**src/rtl/div_64b_iter_if.sv**
```systemverilog
// Handshake and operand/result bundle for the iterative unsigned divider.
// The master side issues a request; the slave side (the divider) returns results.
interface div_64b_iter_if #(
  parameter int unsigned WIDTH = 64
);
  logic             start;
  logic [WIDTH-1:0] in0;
  logic [WIDTH-1:0] in1;
  logic [WIDTH-1:0] out0;
  logic [WIDTH-1:0] out1;
  logic             busy;
  logic             done;

  modport master (
    output start, in0, in1,
    input  out0, out1, busy, done
  );

  modport slave (
    input  start, in0, in1,
    output out0, out1, busy, done
  );
endinterface

```
**src/rtl/div_64b_iter.sv**
```systemverilog
// Unsigned WIDTH-bit restoring divider producing one quotient bit per clock.
// Fixed latency: done pulses in the cycle after the WIDTH-th iteration edge.
module div_64b_iter #(
  parameter int unsigned WIDTH = 64
) (
  input  logic           clk,
  input  logic           rst_n,
  div_64b_iter_if.slave  bus
);

  localparam int unsigned CW = $clog2(WIDTH);

  typedef enum logic [1:0] {
    IDLE = 2'd0,
    RUN  = 2'd1,
    DONE = 2'd2
  } state_t;

  state_t           state, state_d;
  logic [WIDTH-1:0] dvd, dvd_d;
  logic [WIDTH-1:0] dvs, dvs_d;
  logic [WIDTH-1:0] rem, rem_d;
  logic [CW-1:0]    cnt, cnt_d;
  logic [WIDTH-1:0] out0, out0_d;
  logic [WIDTH-1:0] out1, out1_d;
  logic             busy, busy_d;
  logic             done, done_d;

  // One shift-subtract step; the compare is WIDTH+1 bits wide so it cannot overflow.
  logic [WIDTH:0]   rem_sh;
  logic             ge;
  logic [WIDTH-1:0] rem_step;
  logic [WIDTH-1:0] dvd_step;

  always_comb begin
    rem_sh   = {rem, dvd[WIDTH-1]};
    ge       = (rem_sh >= {1'b0, dvs});
    // The true difference is below dvs, so modulo-2^WIDTH subtraction is exact.
    rem_step = rem_sh[WIDTH-1:0] - (ge ? dvs : '0);
    dvd_step = {dvd[WIDTH-2:0], ge};
  end

  // Next-state and registered-output logic.
  always_comb begin
    state_d = state;
    dvd_d   = dvd;
    dvs_d   = dvs;
    rem_d   = rem;
    cnt_d   = cnt;
    out0_d  = out0;
    out1_d  = out1;
    busy_d  = busy;
    done_d  = 1'b0;

    unique case (state)
      IDLE: begin
        if (bus.start) begin
          dvd_d   = bus.in0;
          dvs_d   = bus.in1;
          rem_d   = '0;
          cnt_d   = '0;
          busy_d  = 1'b1;
          state_d = RUN;
        end
      end
      RUN: begin
        dvd_d = dvd_step;
        rem_d = rem_step;
        cnt_d = cnt + CW'(1);
        if (cnt == CW'(WIDTH - 1)) begin
          out0_d  = dvd_step;
          out1_d  = rem_step;
          busy_d  = 1'b0;
          done_d  = 1'b1;
          state_d = DONE;
        end
      end
      DONE: begin
        state_d = IDLE;
      end
      default: begin
        state_d = IDLE;
        busy_d  = 1'b0;
      end
    endcase
  end

  always_ff @(posedge clk or negedge rst_n) begin
    if (!rst_n) begin
      state <= IDLE;
      dvd   <= '0;
      dvs   <= '0;
      rem   <= '0;
      cnt   <= '0;
      out0  <= '0;
      out1  <= '0;
      busy  <= 1'b0;
      done  <= 1'b0;
    end else begin
      state <= state_d;
      dvd   <= dvd_d;
      dvs   <= dvs_d;
      rem   <= rem_d;
      cnt   <= cnt_d;
      out0  <= out0_d;
      out1  <= out1_d;
      busy  <= busy_d;
      done  <= done_d;
    end
  end

  assign bus.out0 = out0;
  assign bus.out1 = out1;
  assign bus.busy = busy;
  assign bus.done = done;

endmodule

```
**src/flat_wrapper.sv**
```systemverilog
// flat-port wrapper written by rule: the top's interface ports become plain ports
module div_64b_iter_flat 
#(
  parameter int unsigned WIDTH = 64
)
  (clk, rst_n, bus_start, bus_in0, bus_in1, bus_out0, bus_out1, bus_busy, bus_done);
  div_64b_iter_if #(.WIDTH(WIDTH)) bus_i ();
  input  logic clk;
  input  logic rst_n;
  input wire logic [$bits(bus_i.start)-1:0] bus_start;
  input wire logic [$bits(bus_i.in0)-1:0] bus_in0;
  input wire logic [$bits(bus_i.in1)-1:0] bus_in1;
  output wire logic [$bits(bus_i.out0)-1:0] bus_out0;
  output wire logic [$bits(bus_i.out1)-1:0] bus_out1;
  output wire logic [$bits(bus_i.busy)-1:0] bus_busy;
  output wire logic [$bits(bus_i.done)-1:0] bus_done;
  assign bus_i.start = bus_start;
  assign bus_i.in0 = bus_in0;
  assign bus_i.in1 = bus_in1;
  assign bus_out0 = bus_i.out0;
  assign bus_out1 = bus_i.out1;
  assign bus_busy = bus_i.busy;
  assign bus_done = bus_i.done;
  div_64b_iter #(.WIDTH(WIDTH)) u_core (.clk(clk), .rst_n(rst_n), .bus(bus_i));
endmodule
```
**config.mk**
```make
export PLATFORM = sky130hd
export DESIGN_NAME = div_64b_iter_flat
export DESIGN_NICKNAME = d
export VERILOG_FILES = /design/src/rtl/div_64b_iter_if.sv /design/src/rtl/div_64b_iter.sv /design/src/flat_wrapper.sv
export SDC_FILE = /design/constraint.sdc
export NUM_CORES = 1
export LEC_CHECK = 0
export CAP_MARGIN = 20
export CORE_UTILIZATION = 30
export DETAILED_ROUTE_END_ITERATION = 10
export SLEW_MARGIN = 20
export SYNTH_ARGS = -nofsm -noshare
export SYNTH_HDL_FRONTEND = slang
export SYNTH_SLANG_ARGS = --single-unit
```
**constraint.sdc**
```tcl
create_clock -name clk -period 5.85 [get_ports clk]
set_clock_uncertainty 0.05 [all_clocks]
set_input_delay 1.4625 -clock clk [delete_from_list [all_inputs] [get_ports clk]]
set_output_delay 1.4625 -clock clk [all_outputs]
set_load 0.05 [all_outputs]
```
==> results.json <==
{
  "vias": 16700,
  "peakVddDrop_uv": 260,
  "worst_ep_arrival_time_ns": 5.90,
  "grt_max_degree": 116,
  "worst_hold_path_type": "flip-flop to flip-flop",
  "grt_pass1_vias": 17100,
  "max_freq_ghz": 0.182,
  "grt_use_total_pct": 19.2,
  "vias_per_cell": 5.32,
  "synth.distinct_cells": 72,
  "yosysTopAreaCell": "dfrtp_1",
  "layout.cells.most_common_list": "506 x nand2_1, 330 x dfrtp_1, 258 x clkdlybuf4s50_1",
  "dpl.cell_count": 3075,
  "synth_ff_type": "dfrtp_1",
  "end_kind": "flip-flop",
  "yosys.area_share.simple_pct": 17.0,
  "yosys.area.top_type_share_pct": 44.4,
  "finalCritPeriodShare_pct": 94.0,
  "hold_depth": 2,
  "syn2layout_area_growth_pct": 25.6,
  "core_um2": 60800,
  "async_reset_ff_share_pct": 100,
  "crit_required_ns": 6.25,
  "start_util_pct": 30.6,
  "pin_count": 261,
  "final_util_pct": 38.4,
  "cpPeakStageDelay_ns": 0.56,
  "instances_no_fill": 3143,
  "antenna_cells": 0,
  "die_height_um": 251,
  "antenna_found_initial": 4,
  "overflow": 0,
  "seq_area_frac_synth_pct": 44.4,
  "drive_above_1_share_pct": 6.82,
  "ys_ff_latch": 330,
  "place_hpwl_um": 43100,
  "path_clk_slew_ns": 0.06,
  "dr.pass1.iters": 5,
  "cts-buffers-inserted": 39,
  "synth_compound_area_share_pct": 21.5,
  "synth-adder-area-share_pct": 8.73,
  "crit_fanout": 22,
  "synthXorXnorAreaFrac_pct": 2.40,
  "crit_path_cell_trace": "ha_1, nand4b_1, nor4_4, nand3_1, o31ai_1, nor4_2, nand2_2, buf_6, nand2_1, ha_1, nand4_1, or4_1, nor2_1, o311ai_2, buf_4, a211oi_2, o21ai_0, and3_1, o31ai_1",
  "reg2reg_depth": 19,
  "fp.dieW_um": 251,
  "synth_nets": 2378,
  "drc": 0,
  "status": "finished clean",
  "fillCellCount": 6127,
  "synth-edff-count": 0,
  "synth_mux_area_share_pct": 1.56,
  "clock-root-buffer": "clkbuf_16",
  "antenna_left": 0,
  "die_area_um2": 62900,
  "htreeDepth": 2,
  "cts_num_sinks": 330,
  "relSlewSlack_pct": 30.3,
  "min_from": "u_core.bus.out0[61]",
  "p_per_area_nw_per_um2": 612,
  "rsz0062_at_grt": "no",
  "worst_pin_slew_ns": 1.04,
  "layout_commonest_cell": "nand2_1",
  "cp-start-kind": "flip-flop",
  "drt_iter0_markers": 1131,
  "cap_violations": 0,
  "yosys-top-cells-area": "dfrtp_1 44%, nand2_1 10%, ha_1 8.6%, a21oi_1 4.5%, o22ai_1 4.2%",
  "hold_buffers": 0,
  "startpoint": "u_core.rem[61]",
  "p_total_mw": 14.3,
  "regArea_um2": 8260,
  "cts_tree": "yes",
  "leakage_nw": 10.1,
  "syn_inst": 2118,
  "drv_slew": 0,
  "synth_area_um2": 18600,
  "rows": 90,
  "syn_area_per_cell_um2": 8.77,
  "port_buffers": 260,
  "crit_path_top_delay_cell": "or4_1",
  "finalCriticalPeriod_ns": 5.50,
  "ys_warn_count": 0,
  "routedWlPerCell_um": 19.4,
  "reg2reg_from": "u_core.rem[61]",
  "multiInputGateArea_um2": 9620,
  "setup_viol": 0,
  "synth_top_family_by_area": "compound AO/OA/AOI/OAI gates",
  "clock_latency_ns": 0.57,
  "hold_violations": 0,
  "clk_path_buf_depth": 3,
  "critPathKind": "flip-flop to flip-flop",
  "place.gp.congestion": 0.901,
  "grt_first_pass_wirelength_um": 96800,
  "fin_nets": 2595,
  "routed_wl_um": 61000
}
cell usage after synthesis, drive strengths merged, types with 3 or more instances:
master / n
nand2: 511
dfrtp: 330
a21oi: 170
o21ai: 130
ha: 128
o22ai: 126
clkbuf: 101
inv: 91
nor2: 63
a22o: 50
nand4: 40
a21o: 35
nand3: 31
xnor2: 28
mux2: 24
nor3: 23
xor2: 23
buf: 22
o21bai: 16
a211oi: 15
o31ai: 15
a31oi: 14
o211ai: 13
nor4: 11
o21a: 10
and3: 9
or3: 8
nor2b: 7
a21boi: 6
or4: 6
a221oi: 5
and2: 5
nand2b: 5
nand4b: 5
or2: 4
a211o: 3
a22oi: 3
o2111ai: 3
area by class of cell:
cell class | count | area share (%)
repair buffers | 299 | 12.5
multi-input cells | 1574 | 41.2
clock buffers | 57 | 4.82
well taps | 782 | 4.19
flip-flops and latches | 330 | 35.4
inverters | 91 | 1.47
clock inverters | 10 | 0.391
path summary, 6_finish.rpt:
kind                                       endpoint  slack (ns)
min in group asynchronous       u_core.bus.out0[45]        0.91
max in group asynchronous       u_core.bus.out1[39]        3.51
worst max-delay path            u_core.bus.out1[57]        0.35
worst max register to register  u_core.bus.out1[57]        0.35
worst min-delay path            u_core.bus.out0[61]        0.42
worst min register to register  u_core.bus.out0[61]        0.42
worst max-delay path, delay by kind of cell, from the launching register on:
family / cells / cell delay, ns
fa+ha+maj: 2 / 0.72
flops: 1 / 0.41
buf+inv: 2 / 0.40
compound gates: 5 / 1.22
simple gates: 10 / 2.59
where the power goes:
part	total (mW)	internal (mW)	switching (mW)
combinational	8.39	3.32	5.06
sequential	3.50	2.94	0.560
clock	2.38	1.37	1.01
registers in the layout, indices dropped and copies added, names as in the netlist:
| signal | cells |
|---|---|
| u_core.bus.busy | 1 |
| u_core.bus.done | 1 |
| u_core.bus.out0 | 64 |
| u_core.bus.out1 | 64 |
| u_core.cnt | 6 |
| u_core.dvd | 64 |
| u_core.dvs | 64 |
| u_core.rem | 64 |
| u_core.state | 2 |
layer usage:
metal	share of wire [%]	vias to the layer above	global-route usage (%)
li1	-	7968	-
met1	44	8240	25.1
met2	46	432	31.2
met3	7.0	78	5.18
met4	2.2	6	5.03
met5	0.062	-	0
through the flow:
stage / instance area (um^2) / hold slack, ns / setup WS [ns] / setup TNS [ns]
after floorplan: 18600 / 0.399 / 0.952 / 0
final: 23300 / 0.422 / 0.351 / 0
after detailed placement: 22000 / 0.413 / -0.463 / -16.02
after global placement: 22000 / 0.409 / -0.462 / -17.89
after global routing: 23300 / 0.451 / 0.0266 / 0
after CTS: 23300 / 0.430 / 0.0744 / 0
kinds of logic (layout without fill, tap and decap cells):
logic type               Yosys count  after routing
AO/OA/AOI/OAI                    631            631
XOR/XNOR                          51             51
adder cells (fa/ha/maj)          129            129
buffers and inverters            214            457
flip-flops                       330            330
multiplexers                      26             26
AND/OR/NAND/NOR                  737            737
timing repair:
| item | in CTS | in global routing |
|---|---|---|
| setup endpoints to repair | 75 | 43 |
| setup buffers | 0 | 1 |
| endpoints found under the hold margin | 0 | 0 |
| resized for setup | 3 | 10 |
| pin swaps | 0 | 2 |
Note: power is estimated with default switching activity, not from simulation.
